## config.mk

```make
export PLATFORM = sky130hd
export DESIGN_NAME = ysyx_22050854_wb_arbiter_flat
export DESIGN_NICKNAME = d
export VERILOG_FILES = /design/src/rtl/ysyx_22050854_wb_pkg.sv /design/src/rtl/ysyx_22050854_wb_arbiter_if.sv /design/src/rtl/ysyx_22050854_rr_arbiter.sv /design/src/rtl/ysyx_22050854_wb_arbiter.sv /design/src/flat_wrapper.sv
export SDC_FILE = /design/constraint.sdc
export NUM_CORES = 1
export LEC_CHECK = 0
export BUFFER_PORTS_ARGS = -buffer_cell sky130_fd_sc_hd__buf_2
export CAP_MARGIN = 20
export CORE_AREA = 2 2 168 170
export DETAILED_ROUTE_END_ITERATION = 8
export DIE_AREA = 0 0 170 172
export GPL_ROUTABILITY_DRIVEN = 0
export PLACE_DENSITY = 0.57
export SLEW_MARGIN = 0
export SYNTH_ARGS = -nofsm -noshare
export SYNTH_HDL_FRONTEND = slang
export SYNTH_SLANG_ARGS = --single-unit
```

## constraint.sdc

```tcl
create_clock -name clock -period 3.3 [get_ports clock]
set_clock_uncertainty 0.1 [all_clocks]
set_input_delay 0.495 -clock clock [delete_from_list [all_inputs] [get_ports clock]]
set_output_delay 0.495 -clock clock [all_outputs]
set_load 0.05 [all_outputs]
```

## src/rtl/ysyx_22050854_wb_pkg.sv

```systemverilog
// Shared types and helpers for the writeback arbiter and its round-robin core.
package ysyx_22050854_wb_pkg;

  localparam int NREQ_MAX  = 4;
  localparam int REG_IDX_W = 5;
  localparam int XLEN      = 64;

  typedef struct packed {
    logic [REG_IDX_W-1:0] rd;
    logic [XLEN-1:0]      data;
  } wb_req_t;

  // One-hot grant: first asserted valid after ptr, searching cyclically over n entries.
  function automatic logic [NREQ_MAX-1:0] rr_next(input logic [NREQ_MAX-1:0] valid,
                                                  input logic [1:0] ptr,
                                                  input int n);
    logic [NREQ_MAX-1:0] g;
    int idx;
    g = '0;
    for (int k = 1; k <= NREQ_MAX; k++) begin
      idx = (int'(ptr) + k) % n;
      if (k <= n && g == '0 && valid[idx[1:0]]) g[idx[1:0]] = 1'b1;
    end
    return g;
  endfunction

endpackage

```

## src/rtl/ysyx_22050854_wb_arbiter_if.sv

```systemverilog
// Writeback request, register-file write and decode-hazard signals of the arbiter.
interface ysyx_22050854_wb_arbiter_if #(
  parameter int NREQ = 3,
  parameter int XLEN = 64
);
  import ysyx_22050854_wb_pkg::*;

  logic [NREQ-1:0]           req_valid;
  logic [NREQ-1:0]           req_ready;
  logic [NREQ*REG_IDX_W-1:0] req_rd;
  logic [NREQ*XLEN-1:0]      req_data;
  logic                      rf_wen;
  logic [REG_IDX_W-1:0]      rf_waddr;
  logic [XLEN-1:0]           rf_wdata;
  logic                      iss_valid;
  logic [REG_IDX_W-1:0]      iss_rd;
  logic [REG_IDX_W-1:0]      rs1;
  logic [REG_IDX_W-1:0]      rs2;
  logic                      hazard;
  logic                      fwd1_valid;
  logic [XLEN-1:0]           fwd1_data;
  logic                      fwd2_valid;
  logic [XLEN-1:0]           fwd2_data;

  modport master (
    output req_valid, req_rd, req_data, iss_valid, iss_rd, rs1, rs2,
    input  req_ready, rf_wen, rf_waddr, rf_wdata, hazard,
           fwd1_valid, fwd1_data, fwd2_valid, fwd2_data
  );

  modport slave (
    input  req_valid, req_rd, req_data, iss_valid, iss_rd, rs1, rs2,
    output req_ready, rf_wen, rf_waddr, rf_wdata, hazard,
           fwd1_valid, fwd1_data, fwd2_valid, fwd2_data
  );
endinterface

```

## src/rtl/ysyx_22050854_rr_arbiter.sv

```systemverilog
// Generic N-way round-robin arbiter: combinational one-hot grant plus last-winner pointer.
module ysyx_22050854_rr_arbiter #(
  parameter int N = 3
) (
  input  logic         clock,
  input  logic         reset_n,
  input  logic [N-1:0] valid,
  output logic [N-1:0] grant,
  output logic [1:0]   grant_idx
);
  import ysyx_22050854_wb_pkg::*;

  logic [1:0]          ptr;
  logic [NREQ_MAX-1:0] valid_ext;
  logic [NREQ_MAX-1:0] grant_full;
  logic                unused_grant_hi;

  always_comb begin
    valid_ext        = '0;
    valid_ext[N-1:0] = valid;
    grant_full       = rr_next(valid_ext, ptr, N);
    // Held in reset, nobody is granted even if a source is already presenting.
    grant            = reset_n ? grant_full[N-1:0] : '0;
    grant_idx        = '0;
    for (int i = 0; i < N; i++) begin
      if (grant[i]) grant_idx = 2'(i);
    end
  end

  assign unused_grant_hi = ^grant_full;

  always_ff @(posedge clock or negedge reset_n) begin
    if (!reset_n)    ptr <= 2'(N - 1);
    else if (|grant) ptr <= grant_idx;
  end

endmodule

```

## src/rtl/ysyx_22050854_wb_arbiter.sv

```systemverilog
// Round-robin writeback arbiter with per-register busy scoreboard.
// Optional macro WB_ARB_BYPASS_EN forwards the granted write to decode sources.
module ysyx_22050854_wb_arbiter #(
  parameter int NREQ = 3,
  parameter int XLEN = 64,
  parameter int NREG = 32
) (
  input logic clock,
  input logic reset_n,
  ysyx_22050854_wb_arbiter_if.slave bus
);
  import ysyx_22050854_wb_pkg::*;

  logic [NREQ-1:0]      grant;
  logic [1:0]           gidx;
  logic                 hs_p0;
  wb_req_t              sel_p0;
  logic                 wen_p1;
  logic [REG_IDX_W-1:0] waddr_p1;
  logic [XLEN-1:0]      wdata_p1;
  logic [NREG-1:0]      busy;
  logic [NREG-1:0]      busy_nxt;
  logic                 dep1;
  logic                 dep2;

  ysyx_22050854_rr_arbiter #(.N(NREQ)) u_rr (
    .clock     (clock),
    .reset_n   (reset_n),
    .valid     (bus.req_valid),
    .grant     (grant),
    .grant_idx (gidx)
  );

  // Stage p0: arbitration and selection of the winning source.
  assign bus.req_ready = grant;
  assign hs_p0         = |grant;

  always_comb begin
    sel_p0.rd   = bus.req_rd[REG_IDX_W*int'(gidx) +: REG_IDX_W];
    sel_p0.data = bus.req_data[XLEN*int'(gidx) +: XLEN];
  end

  // Stage p1: registered register-file write; x0 handshakes complete without a write.
  always_ff @(posedge clock or negedge reset_n) begin
    if (!reset_n) begin
      wen_p1   <= 1'b0;
      waddr_p1 <= '0;
      wdata_p1 <= '0;
    end else begin
      wen_p1 <= hs_p0 && (sel_p0.rd != '0);
      if (hs_p0) begin
        waddr_p1 <= sel_p0.rd;
        wdata_p1 <= sel_p0.data;
      end
    end
  end

  assign bus.rf_wen   = wen_p1;
  assign bus.rf_waddr = waddr_p1;
  assign bus.rf_wdata = wdata_p1;

  // Set after clear so a fresh producer issued on the retiring edge stays outstanding.
  always_comb begin
    busy_nxt = busy;
    if (hs_p0 && sel_p0.rd != '0)      busy_nxt[sel_p0.rd]  = 1'b0;
    if (bus.iss_valid && bus.iss_rd != '0) busy_nxt[bus.iss_rd] = 1'b1;
  end

  always_ff @(posedge clock or negedge reset_n) begin
    if (!reset_n) busy <= '0;
    else          busy <= busy_nxt;
  end

  assign dep1 = (bus.rs1 != '0) && busy[bus.rs1];
  assign dep2 = (bus.rs2 != '0) && busy[bus.rs2];

`ifdef WB_ARB_BYPASS_EN
  always_comb begin
    bus.fwd1_valid = hs_p0 && (sel_p0.rd != '0) && (bus.rs1 == sel_p0.rd);
    bus.fwd2_valid = hs_p0 && (sel_p0.rd != '0) && (bus.rs2 == sel_p0.rd);
    bus.fwd1_data  = bus.fwd1_valid ? sel_p0.data : '0;
    bus.fwd2_data  = bus.fwd2_valid ? sel_p0.data : '0;
  end
`else
  always_comb begin
    bus.fwd1_valid = 1'b0;
    bus.fwd2_valid = 1'b0;
    bus.fwd1_data  = '0;
    bus.fwd2_data  = '0;
  end
`endif

  assign bus.hazard = (dep1 && !bus.fwd1_valid) || (dep2 && !bus.fwd2_valid);

endmodule
```

## src/flat_wrapper.sv

```systemverilog
// flat-port wrapper written by rule: the top's interface ports become plain ports
module ysyx_22050854_wb_arbiter_flat import ysyx_22050854_wb_pkg::*;
#(
  parameter int NREQ = 3,
  parameter int XLEN = 64,
  parameter int NREG = 32
)
  (clock, reset_n, bus_req_valid, bus_req_rd, bus_req_data, bus_iss_valid, bus_iss_rd, bus_rs1, bus_rs2, bus_req_ready, bus_rf_wen, bus_rf_waddr, bus_rf_wdata, bus_hazard, bus_fwd1_valid, bus_fwd1_data, bus_fwd2_valid, bus_fwd2_data);
  ysyx_22050854_wb_arbiter_if #(.NREQ(NREQ), .XLEN(XLEN)) bus_i ();
  input logic clock;
  input logic reset_n;
  input wire logic [$bits(bus_i.req_valid)-1:0] bus_req_valid;
  input wire logic [$bits(bus_i.req_rd)-1:0] bus_req_rd;
  input wire logic [$bits(bus_i.req_data)-1:0] bus_req_data;
  input wire logic [$bits(bus_i.iss_valid)-1:0] bus_iss_valid;
  input wire logic [$bits(bus_i.iss_rd)-1:0] bus_iss_rd;
  input wire logic [$bits(bus_i.rs1)-1:0] bus_rs1;
  input wire logic [$bits(bus_i.rs2)-1:0] bus_rs2;
  output wire logic [$bits(bus_i.req_ready)-1:0] bus_req_ready;
  output wire logic [$bits(bus_i.rf_wen)-1:0] bus_rf_wen;
  output wire logic [$bits(bus_i.rf_waddr)-1:0] bus_rf_waddr;
  output wire logic [$bits(bus_i.rf_wdata)-1:0] bus_rf_wdata;
  output wire logic [$bits(bus_i.hazard)-1:0] bus_hazard;
  output wire logic [$bits(bus_i.fwd1_valid)-1:0] bus_fwd1_valid;
  output wire logic [$bits(bus_i.fwd1_data)-1:0] bus_fwd1_data;
  output wire logic [$bits(bus_i.fwd2_valid)-1:0] bus_fwd2_valid;
  output wire logic [$bits(bus_i.fwd2_data)-1:0] bus_fwd2_data;
  assign bus_i.req_valid = bus_req_valid;
  assign bus_i.req_rd = bus_req_rd;
  assign bus_i.req_data = bus_req_data;
  assign bus_i.iss_valid = bus_iss_valid;
  assign bus_i.iss_rd = bus_iss_rd;
  assign bus_i.rs1 = bus_rs1;
  assign bus_i.rs2 = bus_rs2;
  assign bus_req_ready = bus_i.req_ready;
  assign bus_rf_wen = bus_i.rf_wen;
  assign bus_rf_waddr = bus_i.rf_waddr;
  assign bus_rf_wdata = bus_i.rf_wdata;
  assign bus_hazard = bus_i.hazard;
  assign bus_fwd1_valid = bus_i.fwd1_valid;
  assign bus_fwd1_data = bus_i.fwd1_data;
  assign bus_fwd2_valid = bus_i.fwd2_valid;
  assign bus_fwd2_data = bus_i.fwd2_data;
  ysyx_22050854_wb_arbiter #(.NREQ(NREQ), .XLEN(XLEN), .NREG(NREG)) u_core (.clock(clock), .reset_n(reset_n), .bus(bus_i));
endmodule
```

==> results.sh, run 1 <==
export IMPL_ant_nets=0
export IMPL_max_cap_violations=0
export IMPL_grt_overflow=0
export IMPL_layout_nets=1396
export IMPL_synth_seq_cells=103
export IMPL_tns_ns=0
export IMPL_ff_latch_area_um2=2580
export IMPL_core_area_um2=27500
export IMPL_criticalPathCategory="reg -> out"
export IMPL_layout_commonest_cell="buf_2"
export IMPL_grt_max_degree=98
export IMPL_yosysSeqAreaShare_pct=33.9
export IMPL_crit_arrival_ns=2.65
export IMPL_cts_sinks=103
export IMPL_hold_class="reg -> reg"
export IMPL_synthCells=874
export IMPL_p_per_area_nw_per_um2=1150
export IMPL_viasPerCell=4.96
export IMPL_cts_root_buf="clkbuf_16"
export IMPL_grt_pass1_wl_um=39400
export IMPL_dieArea_um2=29200
export IMPL_hold_viol_final=0
export IMPL_io_pins=432
export IMPL_synth_ff_type="dfrtp_1"
export IMPL_path_clk_slew_ns=0.09
export IMPL_post_drt_wl_per_cell_um=17.8
export IMPL_grt_pass1_vias=6813
export IMPL_dp_slack_ns=-0.0751
export IMPL_antenna_found_initial=9
export IMPL_drive_gt1_share_pct=36.1
export IMPL_syn_avg_cell_area_um2=8.71
export IMPL_worst_pin_slew_ns=1.07
export IMPL_fin_crit_sh_pct=98.4
export IMPL_fmax_ghz=0.308
export IMPL_final_cell_area_um2=9730
export IMPL_die_width_um=170
export IMPL_synth_edf_count=0
export IMPL_drv_slew=0
export IMPL_slew_headroom_pct=28.5
export IMPL_synth_cell_types=61
export IMPL_rows=61
export IMPL_power_uw=11200
export IMPL_htree_levels=3
export IMPL_synthesis_area_um2=7610
export IMPL_initial_utilization_pct=27.7
export IMPL_rsz0062_at_grt="true"
export IMPL_clk_latency_ns=0.36
export IMPL_worst_ep_required_time_ns=2.70
export IMPL_synthArstFlopShare_pct=100
export IMPL_numPortBuffers=301
export IMPL_dp_hpwl_um=20500
export IMPL_n_fill_cell=2898
export IMPL_multiInputGateArea_um2=4400
export IMPL_setup_viol=0
export IMPL_num_vias=7533
export IMPL_track_usage_pct=17.4
export IMPL_cts_buffer_depth=2
export IMPL_p_leak_uw=0.00497
export IMPL_die_h_um=172
export IMPL_crit_fanout=7
export IMPL_startpoint_type="register"
export IMPL_drt_wl_total_um=27100
export IMPL_status="complete, no violations"
export IMPL_synthToLayoutAreaGrowth_pct=27.8
export IMPL_dpl_cell_area_um2=9090
export IMPL_crit_path_end_kind="output port"
export IMPL_yosysWarnings=0
export IMPL_cts_buffers=9
export IMPL_first_pass_iters=4
export IMPL_irDropWorstVdd_mv=0.493
export IMPL_drtIter0Drc=521
export IMPL_fin_ws_ns=0.0543
export IMPL_route_detailed_drc=0
export IMPL_cts_tree="done"
export IMPL_fin_crit_ns=3.25
export IMPL_final_cell_mix="298 x buf_2, 130 x conb_1, 120 x nand2_1"
-- power by group --
group / leakage (uW) / internal [uW] / switching, uW
combinational: 0.00362 / 2660 / 5230
sequential: 0.00121 / 1870 / 373
clock: 0.000142 / 534 / 559
-- metal layers --
metal / wire length [um] / vias to the layer above / part of all wire [%] / track usage [%]
li1: - / 3519 / - / -
met1: 11000 / 3634 / 41 / 22.0
met2: 13500 / 333 / 50 / 29.6
met3: 1980 / 37 / 7.3 / 4.72
met4: 450 / 10 / 1.7 / 4.42
met5: 69 / - / 0.25 / 0
-- cell type report --
cell class              count  share of cell area [%]
clock inverters             7                   0.656
well taps                 346                    4.45
clock buffers               9                    2.32
inverters                  10                   0.412
repair buffers            348                    20.3
diodes                      3                  0.0772
flip-flops and latches    103                    26.5
multi-input cells         692                    45.2
-- synthesized netlist by cell type (2+ instances only) --
| master | instances | area (um2) |
|---|---|---|
| mux2_2 | 4 | 45.0 |
| o211ai_2 | 2 | 25.0 |
| o21ai_1 | 2 | 10.0 |
| nand3b_1 | 3 | 22.5 |
| clkbuf_1 | 41 | 154 |
| nor3_1 | 6 | 30.0 |
| o211a_1 | 2 | 20.0 |
| mux4_2 | 18 | 405 |
| a31oi_1 | 2 | 12.5 |
| and3_1 | 2 | 12.5 |
| ha_1 | 4 | 50.1 |
| and4_1 | 2 | 17.5 |
| o21ai_0 | 23 | 115 |
| nor2_1 | 73 | 274 |
| inv_1 | 8 | 30.0 |
| dfrtp_1 | 102 | 2550 |
| a22o_1 | 7 | 61.3 |
| nand4_1 | 4 | 25.0 |
| nand2_1 | 121 | 454 |
| a311oi_1 | 64 | 561 |
| a21oi_1 | 4 | 20.0 |
| nor3b_1 | 4 | 30.0 |
| buf_2 | 13 | 65.1 |
| buf_1 | 8 | 30.0 |
| buf_4 | 135 | 1010 |
| o31ai_1 | 14 | 105 |
| a21o_1 | 65 | 488 |
| o2111ai_1 | 9 | 78.8 |
| mux2i_1 | 5 | 50.1 |
| o211ai_1 | 4 | 30.0 |
| and3b_1 | 2 | 17.5 |
| nand4b_1 | 2 | 17.5 |
| nand3_1 | 84 | 420 |
| o41ai_1 | 8 | 70.1 |
-- metrics by stage --
stage	instances	util [%]	hold slack, ns
3_3_place_gp	1481	33.1	0.288
4_1_cts	1506	34.5	-0.114
2_1_floorplan	1003	-	0.0994
6_report	1518	35.4	0.372
5_1_grt	1517	35.4	0.390
3_5_place_dp	1481	33.1	0.291
-- cell families (layout without fill, tap and decap cells) --
kind of cell	Yosys count	in the layout	share of synthesized area, %
mux	27	27	6.58
buf+inv	209	374	17.3
other cells	1	133	0.0493
simple gates	312	312	18.4
compound gates	218	219	23.1
fa+ha+maj	4	4	0.658
flops	103	103	33.9
-- path summary, 6_finish.rpt --
kind                       slack [ns]  cells after the start                     from                       to
max reg2reg                      0.08                     11       u_core.u_rr.ptr[1]          u_core.busy[10]
max in group asynchronous        1.34                      4                  reset_n   u_core.bus.rf_waddr[0]
max                              0.05                     11       u_core.u_rr.ptr[1]         bus_req_ready[1]
min in group asynchronous        0.48                      2                  reset_n       u_core.u_rr.ptr[0]
min                              0.37                      1  u_core.bus.rf_wdata[43]  u_core.bus.rf_wdata[43]
min reg2reg                      0.37                      1  u_core.bus.rf_wdata[43]  u_core.bus.rf_wdata[43]
-- worst max-delay path: stages, from the launching register on --
cell      delay, ns
dfstp_2        0.56
inv_2          0.05
ha_4           0.18
or4b_4         0.50
o211ai_4       0.12
o221ai_4       0.15
o211ai_1       0.19
buf_4          0.15
buf_6          0.10
nand2_4        0.06
inv_2          0.08
buf_8          0.14
-- timing repair --
item / in CTS / in global routing
cloned: 0 / 1
gates resized for setup: 13 / 27
setup endpoints to repair: 94 / 103
pin swaps: 6 / 8
hold endpoints to repair: 10 / 10
buffers inserted: 9 / 7
-- registers in the layout (all words and copies together) (netlist names) --
name,cells
u_core.bus.rf_wdata,64
u_core.busy,31
u_core.bus.rf_waddr,5
u_core.u_rr.ptr,2
u_core.bus.rf_wen,1
Power figures use the tool's default switching activity.
==> run 2: changes to the inputs <==
Settings changed: BUFFER_PORTS_ARGS -buffer_cell sky130_fd_sc_hd__buf_2 to -buffer_cell sky130_fd_sc_hd__clkbuf_2.
==> results.sh, run 2 (same netlist as run 1, synthesis figures left out) <==
export IMPL_grt_pass1_vias=6943
export IMPL_post_drt_wl_per_cell_um=18.2
export IMPL_dieArea_um2=29200
export IMPL_grt_pass1_wl_um=40100
export IMPL_largest_reg_flops=64
export IMPL_slew_headroom_pct=30.0
export IMPL_n_fill_cell=2889
export IMPL_viasPerCell=4.98
export IMPL_r2r_slack_ns=0.04
export IMPL_io_pins=432
export IMPL_htree_levels=3
export IMPL_power_uw=11700
export IMPL_die_h_um=172
export IMPL_path_clk_slew_ns=0.07
export IMPL_crit_path_end_kind="output port"
export IMPL_first_pass_iters=5
export IMPL_max_cap_violations=0
export IMPL_irDropWorstVdd_mv=0.689
export IMPL_drv_slew=0
export IMPL_grt_max_degree=98
export IMPL_rsz0062_at_grt="true"
export IMPL_final_cell_area_um2=9930
export IMPL_fmax_ghz=0.304
export IMPL_fin_crit_sh_pct=99.6
export IMPL_hold_viol_final=0
export IMPL_worst_ep_required_time_ns=2.70
export IMPL_fin_crit_ns=3.29
export IMPL_ant_nets=0
export IMPL_antenna_cells=0
export IMPL_route_detailed_drc=0
export IMPL_drtIter0Drc=473
export IMPL_cts_root_buf="clkbuf_16"
export IMPL_drt_wl_total_um=27700
export IMPL_crit_fanout=4
export IMPL_dp_cells=1494
export IMPL_p_per_area_nw_per_um2=1180
export IMPL_layout_nets=1405
export IMPL_die_width_um=170
export IMPL_grt_overflow=0
export IMPL_numPortBuffers=301
export IMPL_initial_utilization_pct=27.7
export IMPL_cts_tree="done"
export IMPL_clk_latency_ns=0.35
export IMPL_hold_class="in -> async"
export IMPL_rows=61
export IMPL_postCtsHoldBufs=0
export IMPL_crit_arrival_ns=2.69
export IMPL_dp_hpwl_um=20900
export IMPL_final_cell_mix="298 x clkbuf_2, 130 x conb_1, 120 x nand2_1"
export IMPL_status="complete, no violations"
export IMPL_dpl_cell_area_um2=9210
export IMPL_cts_buffer_depth=2
export IMPL_startpoint_type="register"
export IMPL_layout_commonest_cell="clkbuf_2"
export IMPL_hold_ws_ns=0.206
export IMPL_tns_ns=0
export IMPL_worst_pin_slew_ns=1.05
export IMPL_cts_sinks=103
export IMPL_drive_gt1_share_pct=37.0
export IMPL_num_vias=7590
export IMPL_cts_buffers=9
export IMPL_track_usage_pct=17.9
export IMPL_antenna_found_initial=0
export IMPL_synthToLayoutAreaGrowth_pct=30.4
export IMPL_core_area_um2=27500
export IMPL_setup_viol=0
export IMPL_criticalPathCategory="reg -> out"
export IMPL_final_cell_count_no_fill=1523
export IMPL_p_leak_uw=0.00511
-- run 2: where the power goes --
group	switching [uW]	internal (uW)	total, uW	leakage (uW)
clock network	515	684	1200	0.000159
registers	378	1870	2250	0.00121
logic	5400	2850	8260	0.00374
-- run 2: stage by stage --
step | utilization (%) | worst slack [ns]
finish | 36.1 | 0.0148
floorplan | - | 0.255
detailed placement | 33.5 | -0.123
CTS | 35.2 | 0.00984
global placement | 33.5 | -0.0469
global route | 36.1 | -0.0802
-- run 2: path summary, 6_finish.rpt --
check / from / endpoint / cells after the start
max: u_core.u_rr.ptr[1] / bus_req_ready[1] / 10
min: reset_n / u_core.bus.rf_wdata[25] / 2
max reg2reg: u_core.u_rr.ptr[1] / u_core.busy[8] / 12
min reg2reg: u_core.bus.rf_wdata[62] / u_core.bus.rf_wdata[62] / 1
max in group asynchronous: reset_n / u_core.bus.rf_waddr[0] / 3
min in group clock: u_core.bus.rf_wdata[62] / u_core.bus.rf_wdata[62] / 1
-- run 2: routing by layer --
| layer | GRT usage, % | part of all wire, % | routed length, um | up-vias |
|---|---|---|---|---|
| li1 | - | - | - | 3530 |
| met1 | 22.9 | 40 | 11000 | 3682 |
| met2 | 30.7 | 51 | 14200 | 349 |
| met3 | 4.17 | 7.5 | 2090 | 29 |
| met4 | 3.98 | 1.5 | 430 | 0 |
| met5 | 0 | 0 | 0 | - |
-- run 2: area by class of cell --
cell class	count	area (um2)	area share (%)
repair buffers	356	2080	20.9
clock inverters	5	82.6	0.832
inverters	10	40.0	0.403
flip-flops and latches	103	2580	26.0
well taps	346	433	4.36
multi-input cells	693	4480	45.1
clock buffers	10	239	2.41
-- run 2: critical path, cell delays in order (launching register included) --
cell and delay [ns]:
dfstp_2 0.54, inv_2 0.05, ha_4 0.16, or4b_4 0.53, o211ai_4 0.12, o221ai_4 0.14, o211ai_1 0.31, buf_4 0.19
nand2_4 0.05, inv_2 0.08, clkbuf_16 0.15
-- run 2: timing repair --
| item | in CTS | in global routing |
|---|---|---|
| setup buffers | 10 | 2 |
| cloned | 0 | 3 |
| resized for setup | 17 | 33 |
| pin swaps | 5 | 9 |
| endpoints found under the setup margin | 22 | 82 |
==> run 3: changes to the inputs <==
Settings changed: ABC_AREA from default to 1.
==> results.sh, run 3 <==
export IMPL_status="complete, no violations"
export IMPL_num_vias=7856
export IMPL_max_cap_violations=0
export IMPL_ant_nets=0
export IMPL_synth_top_area_share_pct=33.6
export IMPL_cts_tree="done"
export IMPL_seqPwrFrac_pct=18.2
export IMPL_rsz0062_at_grt="false"
export IMPL_htree_levels=3
export IMPL_cts_sinks=103
export IMPL_synthCells=1088
export IMPL_cts_root_buf="clkbuf_16"
export IMPL_grt_max_degree=97
export IMPL_final_cell_mix="329 x nand2_1, 298 x clkbuf_2, 130 x conb_1"
export IMPL_final_util_pct=34.6
export IMPL_irDropWorstVdd_mv=1.18
export IMPL_slew_headroom_pct=36.1
export IMPL_grt_pass1_wl_um=40600
export IMPL_grt_overflow=0
export IMPL_startpoint_type="register"
export IMPL_drive_gt1_share_pct=28.9
export IMPL_synth_ff_type="dfrtp_1"
export IMPL_viasPerCell=4.57
export IMPL_drtIter0Drc=482
export IMPL_crit_fanout=7
export IMPL_hold_class="in -> async"
export IMPL_grt_pass1_vias=7259
export IMPL_cts_buffer_depth=2
export IMPL_fmax_ghz=0.321
export IMPL_syn_avg_cell_area_um2=6.97
export IMPL_ys_top_cells_by_area="dfrtp_1 34%, nand2_1 17%, buf_4 13%"
export IMPL_path_clk_slew_ns=0.08
export IMPL_crit_path_end_kind="output port"
export IMPL_fin_crit_sh_pct=94.4
export IMPL_synth_seq_cells=103
export IMPL_synthArstFlopShare_pct=100
export IMPL_yosys_area_top_type="dfrtp_1"
export IMPL_netSwitchingFraction_pct=60.6
export IMPL_route_detailed_drc=0
export IMPL_clk_latency_ns=0.35
export IMPL_rows=61
export IMPL_yosysSeqAreaShare_pct=34.0
export IMPL_n_fill_cell=3033
export IMPL_io_pins=432
export IMPL_tns_ns=0
export IMPL_synthToLayoutAreaGrowth_pct=25.5
export IMPL_largest_reg_flops=64
export IMPL_p_leak_uw=0.00514
export IMPL_track_usage_pct=18.0
export IMPL_intPower_uw=5230
export IMPL_synth_most_common_cell="nand2_1"
export IMPL_layout_nets=1597
export IMPL_synthesis_area_um2=7590
export IMPL_setup_viol=0
export IMPL_synth_edf_count=0
export IMPL_final_cell_count_no_fill=1719
export IMPL_cts_buffers=9
export IMPL_numPortBuffers=301
export IMPL_core_area_um2=27500
export IMPL_crit_arrival_ns=2.52
export IMPL_initial_utilization_pct=27.6
export IMPL_criticalPathCategory="reg -> out"
export IMPL_die_width_um=170
export IMPL_share_comb_of_total_power_pct=73.6
export IMPL_yosysWarnings=0
export IMPL_p_per_area_nw_per_um2=1400
export IMPL_post_drt_wl_per_cell_um=16.0
export IMPL_antenna_found_initial=4
export IMPL_hold_viol_final=0
export IMPL_worst_pin_slew_ns=0.959
export IMPL_die_h_um=172
export IMPL_drv_slew=0
export IMPL_synth_cell_types=35
export IMPL_first_pass_iters=5
export IMPL_dp_hpwl_um=20600
export IMPL_layout_commonest_cell="nand2_1"
export IMPL_fin_crit_ns=3.12
export IMPL_drt_wl_total_um=27600
export IMPL_clock_power_share_pct=8.2
export IMPL_p_sw_uw=8060
export IMPL_reg2regPathDepth=15
export IMPL_dieArea_um2=29200
export IMPL_yosys_top_cells_count="334 x nand2_1, 132 x buf_4, 102 x dfrtp_1"
export IMPL_hold_ws_ns=0.171
export IMPL_worst_ep_required_time_ns=2.70
export IMPL_dp_cells=1689
run 3: cell count changes in the layout (fill, tap and decap cells not counted), moves of 14 or more:
| cell | delta |
|---|---|
| a21o_1 | -65 |
| a21oi_1 | +32 |
| a311oi_1 | -62 |
| buf_4 | -26 |
| inv_1 | +27 |
| mux4_2 | -18 |
| nand2_1 | +209 |
| nand3_2 | +17 |
| nor2_1 | +18 |
| o211ai_1 | +56 |
| o21ai_0 | +76 |
| o31ai_1 | -14 |
run 3: cell type report:
| cell class | instances | area, um2 | area share [%] |
|---|---|---|---|
| clock buffers | 10 | 229 | 2.41 |
| inverters | 42 | 163 | 1.71 |
| flip-flops and latches | 103 | 2580 | 27.1 |
| diodes | 3 | 7.51 | 0.0789 |
| repair buffers | 324 | 1820 | 19.1 |
| well taps | 346 | 433 | 4.55 |
| multi-input cells | 885 | 4230 | 44.4 |
| clock inverters | 6 | 62.6 | 0.657 |
run 3: path summary, 6_finish.rpt:
path | from | endpoint | slack (ns)
setup / recovery | u_core.u_rr.ptr[1] | bus_req_ready[2] | 0.18
setup reg to reg | u_core.u_rr.ptr[1] | u_core.bus.rf_wdata[60] | 0.20
hold / removal | reset_n | u_core.bus.rf_waddr[4] | 0.17
hold reg to reg | u_core.bus.rf_wdata[40] | u_core.bus.rf_wdata[40] | 0.38
min in group clock | bus_req_data[155] | u_core.bus.rf_wdata[27] | 0.28
max in group asynchronous | reset_n | u_core.busy[30] | 1.59
run 3: cells by family (layout without fill, tap and decap cells):
group	count (synthesis)	in the layout	share of synthesized area, %
other	1	133	0.0494
AOI/OAI and AO/OA	204	204	15.9
buffers and inverters	230	382	18.4
muxes	1	1	0.132
adders and majority gates	4	4	0.660
DFF	103	103	34.0
and+or+nand+nor	545	546	30.8
run 3: worst max-delay path, stage by stage (launching register included):
cell and delay, ns:
dfstp_2 0.57, inv_1 0.08, ha_2 0.20, inv_2 0.08
nand3_2 0.10, o211ai_1 0.14, nand3_1 0.15, nand3_2 0.12
nor2_2 0.05, nand2_1 0.13, nand2_2 0.10, nor2_4 0.26
buf_8 0.19
run 3: timing repair:
item,in CTS,in global routing
endpoints found under the setup margin,2,33
gates cloned,1,2
buffers inserted,1,7
gates resized for setup,4,26
pin swaps,1,7
hold buffers,0,0
run 3: stage by stage:
stage | total power [uW] | worst slack (ns) | instance area, um2
global placement | 11600 | 0.150 | 8960
CTS | 12900 | 0.0250 | 9310
floorplan | 9260 | 0.268 | 8070
detailed placement | 11700 | 0.113 | 8960
global route | 14400 | 0.00131 | 9520
finish | 13300 | 0.185 | 9520
run 3: power by group through the flow:
stage / clock, uW / combinational, uW / sequential, uW
after global placement: 0 / 9150 / 2420
after detailed placement: 0 / 9240 / 2420
after global routing: 1180 / 10700 / 2500
after floorplan: 0 / 5450 / 3810
after CTS: 1130 / 9400 / 2410
final: 1080 / 9790 / 2420
run 3: layer usage:
layer | GRT usage, % | vias to the layer above | wire length (um)
met4 | 5.76 | 2 | 669
met5 | 0 | - | 11
li1 | - | 3881 | -
met1 | 22.6 | 3638 | 11600
met2 | 31.3 | 299 | 13700
met3 | 3.36 | 36 | 1620
